`src/rtl/i2s_pkg.sv`:
```
`default_nettype none
// ============================================================================
// Module      : i2s_pkg
// Description : Shared types and helpers for the I2S transmitter.
// Revision    : 1.0 - initial release
// ============================================================================
package i2s_pkg;

    // Transmitter control state: idle until the first sample, then free-running.
    typedef enum logic [0:0] {
        IDLE = 1'b0,
        RUN  = 1'b1
    } state_t;

    // Bits in one stereo frame (left slot + right slot).
    function automatic int frame_bits(input int slot);
        return 2 * slot;
    endfunction

endpackage
`default_nettype wire

```
`src/rtl/i2s_tx_if.sv`:
```
`default_nettype none
// ============================================================================
// Module      : i2s_tx_if
// Description : Sample stream in, I2S wire and status pulses out.
// Revision    : 1.0 - initial release
// ============================================================================
interface i2s_tx_if #(
    parameter int DATA_WIDTH = 24
);
    logic [DATA_WIDTH-1:0] data_i;
    logic                  vld_i;
    logic                  sclk_o;
    logic                  lrck_o;
    logic                  sdata_o;
    logic                  frame_o;
    logic                  urun_o;
    logic                  orun_o;

    // Sample producer side (effect chain / testbench).
    modport master (
        output data_i, vld_i,
        input  sclk_o, lrck_o, sdata_o, frame_o, urun_o, orun_o
    );

    // Transmitter side.
    modport slave (
        input  data_i, vld_i,
        output sclk_o, lrck_o, sdata_o, frame_o, urun_o, orun_o
    );
endinterface
`default_nettype wire

```
`src/rtl/i2s_clk_gen.sv`:
```
`default_nettype none
// ============================================================================
// Module      : i2s_clk_gen
// Description : SCLK divider and frame bit counter. While disabled the clock
//               parks low with the bit counter at the last frame bit, so the
//               first falling edge after enable lands on bit 0.
// Revision    : 1.0 - initial release
// ============================================================================
module i2s_clk_gen
    import i2s_pkg::*;
#(
    parameter int SLOT_WIDTH = 32,
    parameter int SCLK_HALF  = 4,
    localparam int C_KW      = $clog2(frame_bits(SLOT_WIDTH))
) (
    input  wire             clk,
    input  wire             rst_n,
    input  wire             en,
    output logic            sclk,   // registered bit clock
    output logic            fall,   // high in the cycle whose closing edge drops sclk
    output logic [C_KW-1:0] k       // bit index that applies from that falling edge
);

    localparam int c_FB = frame_bits(SLOT_WIDTH);
    localparam int c_DW = (SCLK_HALF > 1) ? $clog2(SCLK_HALF) : 1;
    localparam logic [c_DW-1:0] c_DIV_LAST = c_DW'(SCLK_HALF - 1);
    localparam logic [C_KW-1:0] c_K_LAST   = C_KW'(c_FB - 1);

    logic [c_DW-1:0] div_q, div_d;
    logic            sclk_q, sclk_d;
    logic [C_KW-1:0] k_q, k_d;
    logic            w_wrap;

    // Next-state for divider, bit clock and bit counter.
    always_comb begin
        div_d  = div_q;
        sclk_d = sclk_q;
        k_d    = k_q;
        w_wrap = en && (div_q == c_DIV_LAST);
        if (!en) begin
            div_d  = '0;
            sclk_d = 1'b0;
            k_d    = c_K_LAST;
        end else if (w_wrap) begin
            div_d  = '0;
            sclk_d = ~sclk_q;
            if (sclk_q) begin
                k_d = (k_q == c_K_LAST) ? '0 : k_q + C_KW'(1);
            end
        end else begin
            div_d = div_q + c_DW'(1);
        end
    end

    // Counter and clock registers.
    always_ff @(posedge clk or negedge rst_n) begin
        if (!rst_n) begin
            div_q  <= '0;
            sclk_q <= 1'b0;
            k_q    <= c_K_LAST;
        end else begin
            div_q  <= div_d;
            sclk_q <= sclk_d;
            k_q    <= k_d;
        end
    end

    assign sclk = sclk_q;
    assign fall = w_wrap && sclk_q;
    assign k    = k_d;

endmodule
`default_nettype wire

```
`src/rtl/i2s_tx.sv`:
```
`default_nettype none
// ============================================================================
// Module      : i2s_tx
// Description : Mono sample stream to I2S transmitter. One pending sample is
//               held, loaded into a full-frame shift image at bit 0 and sent
//               MSB-first on both channels with the standard one-bit delay.
// Revision    : 1.0 - initial release
// ============================================================================
module i2s_tx
    import i2s_pkg::*;
#(
    parameter int DATA_WIDTH = 24,
    parameter int SLOT_WIDTH = 32,
    parameter int SCLK_HALF  = 4
) (
    input  wire       clk,
    input  wire       rst_n,
    i2s_tx_if.slave   bus
);

    localparam int c_FB = frame_bits(SLOT_WIDTH);
    localparam int c_KW = $clog2(c_FB);

    state_t                state_q, state_d;
    logic [DATA_WIDTH-1:0] hold_q, hold_d;
    logic                  hold_full_q, hold_full_d;
    logic [DATA_WIDTH-1:0] last_q, last_d;           // sample of the current frame
    logic [c_FB-1:0]       frame_reg_q, frame_reg_d; // sequence bit j at c_FB-1-j
    logic                  lrck_q, lrck_d;
    logic                  sdata_q, sdata_d;
    logic                  frame_q, frame_d;
    logic                  urun_q, urun_d;
    logic                  orun_q, orun_d;

    logic                  w_sclk;
    logic                  w_fall;
    logic [c_KW-1:0]       w_k;
    logic [c_KW-1:0]       w_idx;
    logic [DATA_WIDTH-1:0] w_sample;
    logic [SLOT_WIDTH-1:0] w_slot;

    // Sample left-justified in its slot, zero padded below.
    function automatic logic [SLOT_WIDTH-1:0] to_slot(input logic [DATA_WIDTH-1:0] s);
        return SLOT_WIDTH'(s) << (SLOT_WIDTH - DATA_WIDTH);
    endfunction

    i2s_clk_gen #(
        .SLOT_WIDTH (SLOT_WIDTH),
        .SCLK_HALF  (SCLK_HALF)
    ) u_clk_gen (
        .clk   (clk),
        .rst_n (rst_n),
        .en    (state_q == RUN),
        .sclk  (w_sclk),
        .fall  (w_fall),
        .k     (w_k)
    );

    // Control, holding register, frame load and wire-bit selection.
    always_comb begin
        state_d     = state_q;
        hold_d      = hold_q;
        hold_full_d = hold_full_q;
        last_d      = last_q;
        frame_reg_d = frame_reg_q;
        lrck_d      = lrck_q;
        sdata_d     = sdata_q;
        frame_d     = 1'b0;
        urun_d      = 1'b0;
        orun_d      = 1'b0;
        w_sample    = last_q;
        // Bit k carries sequence bit k-1; at k=0 that is the old frame's last bit.
        w_idx       = (w_k == '0) ? '0 : c_KW'(c_FB) - w_k;
        w_slot      = '0;

        case (state_q)
            IDLE: begin
                if (bus.vld_i) begin
                    hold_d      = bus.data_i;
                    hold_full_d = 1'b1;
                    state_d     = RUN;
                end
            end
            default: begin
                if (w_fall) begin
                    lrck_d  = (w_k >= c_KW'(SLOT_WIDTH));
                    sdata_d = frame_reg_q[w_idx];
                end
                if (w_fall && (w_k == '0)) begin
                    frame_d = 1'b1;
                    if (hold_full_q) begin
                        // Pending sample goes out; a same-cycle write refills hold.
                        w_sample = hold_q;
                        if (bus.vld_i) begin
                            hold_d = bus.data_i;
                        end else begin
                            hold_full_d = 1'b0;
                        end
                    end else if (bus.vld_i) begin
                        w_sample = bus.data_i;
                    end else begin
                        urun_d = 1'b1;
                    end
                    w_slot      = to_slot(w_sample);
                    frame_reg_d = {w_slot, w_slot};
                    last_d      = w_sample;
                end else if (bus.vld_i) begin
                    hold_d      = bus.data_i;
                    hold_full_d = 1'b1;
                    orun_d      = hold_full_q;
                end
            end
        endcase
    end

    // State and registered outputs.
    always_ff @(posedge clk or negedge rst_n) begin
        if (!rst_n) begin
            state_q     <= IDLE;
            hold_q      <= '0;
            hold_full_q <= 1'b0;
            last_q      <= '0;
            frame_reg_q <= '0;
            lrck_q      <= 1'b0;
            sdata_q     <= 1'b0;
            frame_q     <= 1'b0;
            urun_q      <= 1'b0;
            orun_q      <= 1'b0;
        end else begin
            state_q     <= state_d;
            hold_q      <= hold_d;
            hold_full_q <= hold_full_d;
            last_q      <= last_d;
            frame_reg_q <= frame_reg_d;
            lrck_q      <= lrck_d;
            sdata_q     <= sdata_d;
            frame_q     <= frame_d;
            urun_q      <= urun_d;
            orun_q      <= orun_d;
        end
    end

    assign bus.sclk_o  = w_sclk;
    assign bus.lrck_o  = lrck_q;
    assign bus.sdata_o = sdata_q;
    assign bus.frame_o = frame_q;
    assign bus.urun_o  = urun_q;
    assign bus.orun_o  = orun_q;

endmodule
`default_nettype wire

```
`src/flat_wrapper.sv`:
```
// flat-port wrapper written by rule: the top's interface ports become plain ports
module i2s_tx_flat import i2s_pkg::*;
#(
    parameter int DATA_WIDTH = 24,
    parameter int SLOT_WIDTH = 32,
    parameter int SCLK_HALF  = 4
)
  (clk, rst_n, bus_data_i, bus_vld_i, bus_sclk_o, bus_lrck_o, bus_sdata_o, bus_frame_o, bus_urun_o, bus_orun_o);
  i2s_tx_if #(.DATA_WIDTH(DATA_WIDTH)) bus_i ();
  input  wire clk;
  input  wire rst_n;
  input wire logic [$bits(bus_i.data_i)-1:0] bus_data_i;
  input wire logic [$bits(bus_i.vld_i)-1:0] bus_vld_i;
  output wire logic [$bits(bus_i.sclk_o)-1:0] bus_sclk_o;
  output wire logic [$bits(bus_i.lrck_o)-1:0] bus_lrck_o;
  output wire logic [$bits(bus_i.sdata_o)-1:0] bus_sdata_o;
  output wire logic [$bits(bus_i.frame_o)-1:0] bus_frame_o;
  output wire logic [$bits(bus_i.urun_o)-1:0] bus_urun_o;
  output wire logic [$bits(bus_i.orun_o)-1:0] bus_orun_o;
  assign bus_i.data_i = bus_data_i;
  assign bus_i.vld_i = bus_vld_i;
  assign bus_sclk_o = bus_i.sclk_o;
  assign bus_lrck_o = bus_i.lrck_o;
  assign bus_sdata_o = bus_i.sdata_o;
  assign bus_frame_o = bus_i.frame_o;
  assign bus_urun_o = bus_i.urun_o;
  assign bus_orun_o = bus_i.orun_o;
  i2s_tx #(.DATA_WIDTH(DATA_WIDTH), .SLOT_WIDTH(SLOT_WIDTH), .SCLK_HALF(SCLK_HALF)) u_core (.clk(clk), .rst_n(rst_n), .bus(bus_i));
endmodule
```
`config.mk`:
```
export PLATFORM = sky130hd
export DESIGN_NAME = i2s_tx_flat
export DESIGN_NICKNAME = d
export VERILOG_FILES = /design/src/rtl/i2s_pkg.sv /design/src/rtl/i2s_tx_if.sv /design/src/rtl/i2s_clk_gen.sv /design/src/rtl/i2s_tx.sv /design/src/flat_wrapper.sv
export SDC_FILE = /design/constraint.sdc
export NUM_CORES = 1
export LEC_CHECK = 0
export CORE_MARGIN = 1
export CORE_UTILIZATION = 25
export CTS_BUF_LIST = sky130_fd_sc_hd__clkbuf_16
export CTS_CLUSTER_SIZE = 8
export DETAILED_ROUTE_END_ITERATION = 6
export GPL_ROUTABILITY_DRIVEN = 0
export HOLD_SLACK_MARGIN = 0.15
export PLACE_DENSITY = 0.53
export SKIP_CTS_REPAIR_TIMING = 1
export SLEW_MARGIN = 20
export SYNTH_ARGS = -nofsm -noshare
export SYNTH_HDL_FRONTEND = slang
export SYNTH_SLANG_ARGS = --single-unit
```
`constraint.sdc`:
```
create_clock -name clk -period 10.33 [get_ports clk]
set_input_delay 2.066 -clock clk [delete_from_list [all_inputs] [get_ports clk]]
set_output_delay 2.066 -clock clk [all_outputs]
set_load 0.005 [all_outputs]
```
# Word level (Yosys, flattened, before mapping)
# Cells that the tools add are included.
[classes]
n_reduce_logical = 6
n_mux = 32
shifts = 0
bitwise = 1
n_div = 0
n_mul = 0
n_eq_ne = 4
order_cmp = 2
addsub = 3
[op_table]
columns = ["cell", "n"]
rows = [
  ["$mux W24", 6],
  ["$mux W6", 5],
  ["$mux W1", 18],
  ["$lt A6 B7 Y1 const B", 1],
  ["$add A6 B1 Y6 const B", 1],
  ["$bmux W1 S6", 1],
  ["$eq A6 B6 Y1 const B", 1],
  ["$ge A6 B6 Y1 const B", 1],
  ["$logic_not A6 Y1", 1],
  ["$sub A1 B6 Y6 const A", 1],
  ["$mux W2", 2],
  ["$reduce_and A2 Y1", 2],
  ["$logic_and A1 B1 Y1", 3],
  ["$ne A3 B3 Y1 const B", 1],
  ["$add A2 B1 Y2 const B", 1],
  ["$eq A2 B2 Y1 const B", 1],
  ["$ne A2 B2 Y1 const B", 1],
  ["$not A1 Y1", 1],
]
[totals]
out_inout_bits = 6
mem_bits_rw = 0
inputBits = 27
wordCells = 61
memories = 0
reg_bits = 112
romBits = 0
latchBits = 0

# Depth between registers and ports, before layout
# Gate-level depths: netlist (run 1).
[depth]
word_depth = 9
depth_mapped = 18
ltp_nobuf = 13

# Modules after synthesis
# A second synthesis (run 1) with hierarchy kept.
[unflattened]
cells_unflattened = 306
area_unflattened_um2 = 3303.2
[modules_own_cells]
columns = ["mod", "cells_per_inst", "seq_area_each_um2", "area_per_inst_um2", "n_inst"]
rows = [
  ["i2s_tx", 259, 1376.3, 2824.0, 1],
  ["i2s_clk_gen", 47, 232.7, 479.2, 1],
]

# Worst setup path after synthesis (run 1)
# Ideal clock, no wire load.
[synth_timing]
path_kind = "register to register"
from = "register u_core.u_clk_gen.k_q[0]"
to = "register u_core.hold_q[0]"
period_less_slack_ps = 3586
stages_incl_launch_ff = 16
setup_time_ps = 125
t_required_ps = 10205
t_arrival_ps = 3461
n_path_buf = 4
setup_slack_ps = 6744
path_cell_list = "dfstp_2 > ha_1 > and3_1 > a311o_1 > nand2_1 > inv_1 > buf_2 > ha_1 > nor4bb_1 > buf_1 > and2_4 > nand2b_4 > buf_6 > o21ai_4 > buf_12 > mux2_4"
[synth_via]
elab_chain_cells = 9
elab_cells_between_ends = 11
classes_between = "1 x add/sub; 2 x eq/ne; 6 x mux; 2 x reduce/logical"
[synth_rtl]
columns = ["element", "line", "source"]
rows = [
  ["from (decl)", "i2s_clk_gen.sv:31", "logic [C_KW-1:0] k_q, k_d;"],
  ["from (signal assigned)", "i2s_clk_gen.sv:60", "k_q <= c_K_LAST;"],
  ["from (signal assigned)", "i2s_clk_gen.sv:64", "k_q <= k_d;"],
  ["$add A6 B1 Y6 or $eq A6 B6 Y1 (tied branches)", "i2s_clk_gen.sv:48", "k_d = (k_q == c_K_LAST) ? '0 : k_q + C_KW'(1);"],
  ["$mux W6", "i2s_clk_gen.sv:48", ""],
  ["$mux W6", "i2s_clk_gen.sv:47", "if (sclk_q) begin"],
  ["$mux W6 *", "i2s_clk_gen.sv:44", "end else if (w_wrap) begin"],
  ["$mux W6 *", "i2s_clk_gen.sv:40", "if (!en) begin"],
  ["net u_core.u_clk_gen.k[0]", "i2s_clk_gen.sv:21", "output logic [C_KW-1:0] k"],
  ["$logic_not A6 Y1 *", "i2s_tx.sv:89", "if (w_fall && (w_k == '0)) begin"],
  ["$logic_and A1 B1 Y1 *", "i2s_tx.sv:89", ""],
  ["$mux W24", "i2s_tx.sv:89", ""],
  ["$mux W24", "i2s_tx.sv:76", "case (state_q)"],
  ["to (signal assigned)", "i2s_tx.sv:131", "hold_q <= hold_d;"],
  ["to (decl)", "i2s_tx.sv:25", "logic [DATA_WIDTH-1:0] hold_q, hold_d;"],
]
# Mark *: on every way through the listed nets, which the timed path passes. The rest lies on a longest branch.
# A chain may end at the register's enable or synchronous reset.

# Worst setup path after layout (run 1)
[layout_timing]
from = "register u_core.u_clk_gen.div_q[0]"
to = "register u_core.last_q[0]"
[layout_via]
elab_chain_cells = 7
elab_cells_between_ends = 8
classes_between = "1 x eq/ne; 2 x mux; 5 x reduce/logical"
[layout_rtl]
columns = ["element", "line", "source"]
rows = [
  ["from (decl)", "i2s_clk_gen.sv:29", "logic [c_DW-1:0] div_q, div_d;"],
  ["from (signal assigned)", "i2s_clk_gen.sv:62", "div_q <= div_d;"],
  ["$eq A2 B2 Y1", "i2s_clk_gen.sv:39", "w_wrap = en && (div_q == c_DIV_LAST);"],
  ["$logic_and A1 B1 Y1", "i2s_clk_gen.sv:39", ""],
  ["$mux W6", "i2s_clk_gen.sv:44", ""],
  ["$mux W6", "i2s_clk_gen.sv:40", ""],
  ["net u_core.u_clk_gen.k[0]", "i2s_clk_gen.sv:21", ""],
  ["$logic_not A6 Y1", "i2s_tx.sv:89", ""],
  ["$logic_and A1 B1 Y1", "i2s_tx.sv:89", ""],
  ["$reduce_and A2 Y1 (no source line)", "n/a", ""],
  ["to (signal assigned)", "i2s_tx.sv:133", "last_q <= last_d;"],
  ["to (decl)", "i2s_tx.sv:27", "logic [DATA_WIDTH-1:0] last_q, last_d;"],
]
# The timed path passes the listed nets, and every way through them passes these cells.

==> run summary, run 1 <==
The number of stages on the worst hold path is 1. The post-route minimum period was 5.43 ns; the via total after detailed routing was 2625. The total area inside the core boundary comes to 13500 µm².

For this design the ratio of total power to cell area is 219 nW/µm². Most area-hungry cell type in the Yosys netlist: dfrtp_1. In this run the deepest clock path goes through 2 buffers.

Traced cell by cell, the critical path runs through ha_1, nand2_1, a21boi_0, nand2_1, inv_1, ha_1, nor4bb_1, and2_4, nand2b_4, inv_2, and2_1, a22oi_1, o21ai_0. The logs give 0.123 for the total global-route track usage and 0 for the remaining routing DRC violations. For the initial antenna violation count, the log shows 0. By area the synthesized netlist is led by dfrtp_1, mux2_4, a22oi_1, dfstp_2, nor2b_1.

The tools report the HPWL reported at the end of detailed placement as 5.39 mm. For this design, the slowest cell found on the critical path is nor4bb_1. The cell count after placement is 506, and the number of nets in the synthesized netlist is 353.

The average wire per cell in the routed design was 15.9 µm; the total wire length after detailed routing was 8.33 mm. The global route total overflow was 0. After clock tree synthesis, the clock-pin slew on the worst setup and hold paths is 0.05 ns. The run finished with clean final reports.

Number of cells traversed by the worst register-to-register path: 13. The share of the cycle needed by the critical path after routing was 0.525; the leakage power was 1.64 nW. The logs give 64 for the number of clock sinks and 3520 µm² for the netlist area before placement. In this run the vertical extent of the chip is 121 µm. The synthesized design contains 0 enable-type register cells.

The floorplan has 42 rows. For the level count of the clock H-tree, the log shows 3. Counting every instance in the synthesized netlist gives 323.

The critical path is of the flip-flop to flip-flop type. From left edge to right edge, the die measures 121 µm. The most used standard cell by instance count after synthesis was dfrtp_1. The run gives 14600 µm² as the area of the die. For this design the top-level I/O count stands at 33. Root buffer selected by CTS: clkbuf_16. Summed over all failing endpoints, the final setup total negative slack is 0 ns. Setup violations remaining at the end of the flow were counted as 0. For the worst setup path, the data required time is 10.57 ns. For the pin with the worst max-slew slack, the measured transition is 1.10 ns. The number of clock buffers added by TritonCTS is 9. The remaining antenna violation count after routing is 0.

The logs give 5.66 ns for the signal arrival time at the worst endpoint and 0 for the count of synthesis-stage warnings from yosys. The tools report the proportion of synthesized chip area in sequential cells as 0.457. Counting the fill cells in the layout gives 1360. For the count of final max-slew check failures, the log shows 0.

In this run the tool buffered the top-level ports with 32 buffer cells. Setup repair after global routing left no endpoint under its margin. For this run, the top clock speed supported by timing is 184 MHz. By count the netlist is led by dfrtp_1, o21ai_0, a22oi_1. The count of cells in the finished layout, fillers not included, comes to 523. Number of diodes: 0. Top cell type's share of synthesized area: 0.412. Counting flops and latches in the post-synthesis netlist gives 64.

The proportion of register bits with asynchronous set or reset after synthesis works out to 1.00. Type of the most critical hold path: flip-flop to flip-flop. The detailed router finished its first iteration with 131 violations. The final layout contains 372 nets. The first global-routing pass estimated 14.0 mm of wire. VDD sags by at most 0.0888 mV. The share of cells above drive strength 1 was 0.173. The later pin in the worst-skew pair is clocked with a latency of 0.33 ns.

Starting utilization of the core area: 0.261. TritonCTS built the clock tree. The tools report the nature of the critical path endpoint as a flip-flop.

The max-capacitance violation count is 0, and the highest cell delay on the worst timing path is 0.96 ns. In this run the worst path has a maximum fanout of 29. Counting distinct cell types in the post-synthesis netlist gives 61. For the number of global-route vias before repair, the log shows 2636. On the final layout, the worst clock skew is 0.0104 ns. The most used flip-flop cell after synthesis is dfrtp_1.

For the number of hold violations in the final report, the log shows 0. For the worst relative slew slack, the log shows 0.254. The area growth from synthesis to layout is 19.9%.

STA classifies the critical path startpoint as a flip-flop. Dividing the synthesized area by the synthesized cell count gives 10.9 µm². The length of the first detailed-routing pass in iterations was 4; the post-detailed-route via-to-cell ratio was 5.02. Total power for the finished layout comes to 0.923 mW. Entering global routing, the biggest net connects 65 pins.
==> stage by stage <==
step                      hold WS (ns)  area, µm²   util  worst slack, ns
after global placement           0.422       3900  0.289             5.25
after detailed placement         0.442       3900  0.289             4.94
after CTS                        0.451       4190  0.310             4.95
after global routing             0.489       4220  0.312             4.22
after floorplan                  0.414       3520      -             6.74
final                            0.448       4220  0.312             4.90
==> cell families after synthesis <==
group                    share of synthesized area
flip-flops                                   0.457
buffers and inverters                       0.0533
adder cells (fa/ha/maj)                     0.0135
AND/OR/NAND/NOR                              0.141
AO/OA/AOI/OAI                                0.209
multiplexers                                 0.111
XOR/XNOR                                    0.0149
==> report_power, final <==
group,switching [mW],internal [mW],total (mW)
Clock,0.108,0.184,0.292
Sequential,0.0321,0.288,0.320
Combinational,0.171,0.139,0.310
Total,0.311,0.611,0.923
==> cell type report <==
class	count	area, µm²	share of cell area
inverters	7	26.3	0.00623
flip-flops and latches	64	1610	0.381
multi-input cells	225	1720	0.408
clock inverters	7	63.8	0.0151
clock buffers	9	225	0.0534
repair buffers	35	353	0.0836
well taps	176	220	0.0522
==> state kept, by name, summed over array words and instances, names as in the netlist, 2 cells and up <==
register                cells
u_core.hold_q              24
u_core.u_clk_gen.div_q      2
u_core.last_q              23
u_core.u_clk_gen.k_q        6
==> layer usage <==
metal	part of all wire	vias up	track usage	wire (µm)
met5	0	-	0	0
li1	-	1256	-	-
met1	0.51	1302	0.176	4290
met3	0.037	6	0.0302	304
met4	0.0079	0	0.0363	66
met2	0.44	61	0.182	3670
==> worst paths after layout <==
kind	to	startpoint	slack (ns)
worst min register to register	u_core.u_clk_gen.div_q[0]	u_core.u_clk_gen.div_q[0]	0.45
max in group asynchronous	u_core.u_clk_gen.div_q[1]	rst_n	7.88
worst max register to register	u_core.last_q[0]	u_core.u_clk_gen.div_q[0]	4.90
worst min-delay path	u_core.u_clk_gen.div_q[0]	u_core.u_clk_gen.div_q[0]	0.45
worst max-delay path	u_core.last_q[0]	u_core.u_clk_gen.div_q[0]	4.90
min in group asynchronous	u_core.hold_q[2]	rst_n	1.91
==> critical path, delay by kind of cell (launching register included) <==
kind	cells	cell delay, ns
flops	1	0.35
fa+ha+maj	2	0.66
simple gates	6	2.84
buf+inv	2	0.76
compound gates	3	0.70
==> placed cells by master (no fill, tap or decap), drive strengths merged, types with 3 or more instances in the layout <==
cell type / n
a21oi: 4
buf: 5
mux2: 25
o21a: 4
nor2: 3
a21boi: 3
nand4: 3
dfrtp: 58
clkdlybuf4s50: 30
inv: 8
o21ai: 31
nand2: 10
ha: 3
nand3b: 3
and2: 3
clkbuf: 9
clkinv: 3
xnor2: 4
a22oi: 25
nor2b: 24
nor3: 5
nand3: 11
dfstp: 6
a31oi: 23
No activity file was read; power rests on OpenSTA's default activity.
==> run 2, diff against run 1 <==
--- a/config.mk
+++ b/config.mk
@@ -12,7 +12,7 @@
 export DETAILED_ROUTE_END_ITERATION = 6
 export GPL_ROUTABILITY_DRIVEN = 0
 export HOLD_SLACK_MARGIN = 0.15
-export PLACE_DENSITY = 0.53
+export PLACE_DENSITY = 0.55
 export SKIP_CTS_REPAIR_TIMING = 1
 export SLEW_MARGIN = 20
 export SYNTH_ARGS = -nofsm -noshare
==> constraint.sdc (replaced) <==
create_clock -name clk -period 4.8 [get_ports clk]
set_input_delay 0.96 -clock clk [delete_from_list [all_inputs] [get_ports clk]]
set_output_delay 0.96 -clock clk [all_outputs]
set_load 0.005 [all_outputs]
==> run 2 against run 1 <==
Effect of this change: design area grew 1.2%; largest cell class unchanged; critical endpoint is now u_core.hold_q[2]; clock power grew 140%; wire length grew 1.4%; setup slack lost 4.5 ns; register-to-register slack lost 4.5 ns; via count grew 0.27%.
==> run summary, run 2 (synthesized netlist as in run 1, its figures left out) <==
The insertion delay of the later-clocked pin in the worst-skew pair is 0.33 ns (about the same). The largest registers in the layout are u_core.hold_q: 24 flops, u_core.last_q: 23 flops, u_core.u_clk_gen.k_q: 6 flops. The die extent in x is 121 µm (unchanged).

The post-route minimum period came out at 4.36 ns (-1.07 ns). The highest fanout seen on the critical path was 29 (unchanged); the area used by sequential logic in the layout was 1610 µm² (unchanged). The worst hold path terminates at u_core.u_clk_gen.div_q[0]. Compared with the post-synthesis result, the final layout area differs by 21.4%. The tools report the placeable core region as 13500 µm² (unchanged). The flow ran to the end, and the final reports show no timing, DRC or antenna violations. The number of cells traversed by the worst register-to-register path works out to 13 (unchanged). The average wire per cell in the routed design came out at 16.1 µm (+0.80%). Final non-filler cell total: 526 (+0.57%). The peak ir drop on the vdd network was 0.202 mV (+130%).

STA classifies the critical path endpoint as a flip-flop. The internal power was 1.37 mW (+120%); the wire length of the first global-routing pass was 14.0 mm (+0.44%). End of the worst register-to-register path: u_core.hold_q[2]. The tools report the reported net switching power as 0.670 mW (+120%). In this run the most critical hold path is launched from u_core.u_clk_gen.div_q[0]. The power density relative to cell area came out at 477 nW/µm² (+120%).

The critical path launch point type is a flip-flop. The setup slack of the most critical reg-to-reg path was 0.44 ns (-4.46 ns). The top-level port count was 33 (unchanged).

The tools report the remaining antenna violation count after routing as 0 (unchanged). The number of hold violations in the final report is 0 (unchanged), and the max-capacitance violation count is 0 (unchanged). The via total after detailed routing came out at 2632 (+0.27%). The minimum setup slack after placement is 0.476 ns (-4.47 ns). The fraction of the core area covered by cells at the end of the flow came out at 0.316 (+0.00380). The run gives 42 (unchanged) as the row count. Launching point of the worst reg2reg path: u_core.u_clk_gen.div_q[0]. The clock-pin slew of the registers on the worst-case setup and hold paths was 0.05 ns (about the same). For the count of final max-slew check failures, the log shows 0 (unchanged). The tools report the area of the die as 14600 µm² (unchanged).

The setup violation total in the final timing report is 0 (unchanged), and the share of the cycle needed by the critical path after routing is 0.909 (+0.383). The number of diodes came out at 0 (unchanged). The highest layer touched by signal routing is met4.

The number of buffers added on ports is 32 (unchanged). The type of the most critical hold path was flip-flop to flip-flop. The tools report the number of nets in the layout as 375 (+0.81%). The total global-route track usage was 0.124 (+0.000775).

The tools report the length of the first detailed-routing pass in iterations as 4 (unchanged). The amount of wire on met2 after detailed routing is 3.80 mm (+3.5%). The total wire length after detailed routing is 8.44 mm (+1.4%), and the total met3 wirelength after detailed routing is 317 µm (+4.3%). The share of total power consumed by net switching works out to 0.329 (-0.00856). The tools report the root buffer selected by CTS as clkbuf_16. The portion of total power attributed to combinational logic was 0.324 (-0.012); the worst-case clock skew was 0.00738 ns (-0.00297 ns).

The signal arrival time at the worst endpoint was 4.57 ns (-1.09 ns). For the number of clock sinks, the log shows 64 (unchanged). The run gives 0.261 (unchanged) as the starting utilization of the core area. The top cell types in the final layout, fill and taps aside, are dfrtp_1, clkdlybuf4s50_1, o21ai_0, a22oi_1, nor2b_1. The number of DRC markers in iteration 0 was 206 (+57%); the clock group share of total power was 0.337 (+0.020).

TritonCTS built the clock tree. The share of cells above drive strength 1 is 0.177 (+0.00423). Critical path class: flip-flop to flip-flop. The wire length the detailed router placed on met1 came out at 4.26 mm (-0.51%). The remaining routing DRC violations came out at 0 (unchanged). The sequential cell fraction of total power is 0.339 (-0.008), and the number of global-route vias before repair is 2654 (+0.68%). The die outline height is 121 µm (unchanged).

The initial antenna violation count was 0 (unchanged); the global route total overflow was 0 (unchanged). Required time at the endpoint of the critical path: 5.01 ns (-5.56 ns). The run gives 0.439 ns (-4.46 ns) as the worst-case setup margin in the final layout. Setup repair after global routing left no endpoint under its margin.

The logs give 9 (unchanged) for the total clock buffers created by CTS and 1355 (-0.37%) for the fill cell instance count of the final layout. The worst relative slew slack is 0.384 (+0.129). Leaving out fill and tap cells, the most frequent cell in the layout is dfrtp_1. The number of stages on the worst hold path was 1 (unchanged). The post-detailed-route via-to-cell ratio is 5.00 (-0.31%), and the transition at the pin with the smallest max-transition slack is 0.924 ns (-0.179 ns). The maximum number of pins on one net before global-route repair was 54 (-17%). The logs give 0 ns (unchanged) for the setup total negative slack and 2 (unchanged) for the maximum count of clock buffers along a single path. The level count of the clock H-tree is 3 (unchanged).

The flip-flop count of the largest register, all copies and words added came out at 24 (unchanged). The cell count after placement was 510 (+0.79%). The logs give 5.50 mm (+2.0%) for the HPWL reported at the end of detailed placement and 229 MHz (+24%) for the highest clock rate. The area occupied by multi-input gates was 1720 µm² (unchanged). The leakage power is 1.66 nW (+1.4%).

The register with the most flip-flops is u_core.hold_q.
## run 2: cell count changes in the layout (fill, tap and decap cells not counted), sizes merged
| cell | before | now |
|---|---|---|
| clkinv | 3 | 2 |
| bufinv | 1 | 2 |
| buf | 5 | 8 |
## run 2: worst max path at each step
stage,slack [ns],end,start,cells past startpoint
final,0.44,u_core.hold_q[2],u_core.u_clk_gen.div_q[0],13
after global routing,0.0001,u_core.hold_q[2],u_core.u_clk_gen.div_q[0],13
after CTS,0.46,u_core.hold_q[2],u_core.u_clk_gen.div_q[0],13
after detailed placement,0.48,u_core.hold_q[2],u_core.u_clk_gen.div_q[0],13
after global placement,0.67,u_core.hold_q[2],u_core.u_clk_gen.div_q[0],13
after floorplan,1.21,u_core.hold_q[0],u_core.u_clk_gen.k_q[0],15
## run 2: critical path: stages, from the launching register on
cell and delay (ns):
dfrtp_1 0.35, ha_1 0.36, nand2_1 0.23, a21boi_0 0.47, nand2_1 0.27, inv_1 0.35
ha_1 0.30, nor4bb_1 0.30, buf_4 0.20, and2_4 0.17, nand2b_4 0.23, o21ai_4 0.41
buf_12 0.24, mux2_2 0.35
## run 2: final cells by class
cell class / count / area share
clock buffers: 9 / 0.0527
clock inverters: 7 / 0.0205
inverters: 7 / 0.00615
multi-input cells: 225 / 0.403
flip-flops and latches: 64 / 0.377
well taps: 176 / 0.0516
repair buffers: 38 / 0.0890
## run 2: metrics by stage
step / power, mW / hold slack [ns] / area, µm²
floorplan: 1.19 / 0.414 / 3520
global placement: 1.35 / 0.428 / 3960
detailed placement: 1.35 / 0.435 / 3960
CTS: 2.05 / 0.442 / 4270
global route: 2.16 / 0.457 / 4270
finish: 2.04 / 0.442 / 4270
## run 2: per-layer routing
layer	up-vias	track usage
met5	-	0
met1	1309	0.172
met2	56	0.190
met4	0	0.0394
met3	7	0.0278
li1	1260	-
## run 2: power groups by stage
| stage | clock (mW) | sequential [mW] | combinational, mW |
|---|---|---|---|
| after floorplan | 0 | 0.665 | 0.530 |
| after global placement | 0 | 0.695 | 0.651 |
| after detailed placement | 0 | 0.696 | 0.655 |
| after CTS | 0.707 | 0.688 | 0.659 |
| after global routing | 0.732 | 0.698 | 0.734 |
| final | 0.688 | 0.690 | 0.661 |
==> run 3, diff against run 2 <==
--- a/config.mk
+++ b/config.mk
@@ -8,7 +8,6 @@
 export CORE_MARGIN = 1
 export CORE_UTILIZATION = 25
 export CTS_BUF_LIST = sky130_fd_sc_hd__clkbuf_16
-export CTS_CLUSTER_SIZE = 8
 export DETAILED_ROUTE_END_ITERATION = 6
 export GPL_ROUTABILITY_DRIVEN = 0
 export HOLD_SLACK_MARGIN = 0.15
@@ -18,3 +17,4 @@
 export SYNTH_ARGS = -nofsm -noshare
 export SYNTH_HDL_FRONTEND = slang
 export SYNTH_SLANG_ARGS = --single-unit
+export TNS_END_PERCENT = 20
==> results of run 3 <==
Final layout, timing and power as in run 2 (identical DEF).
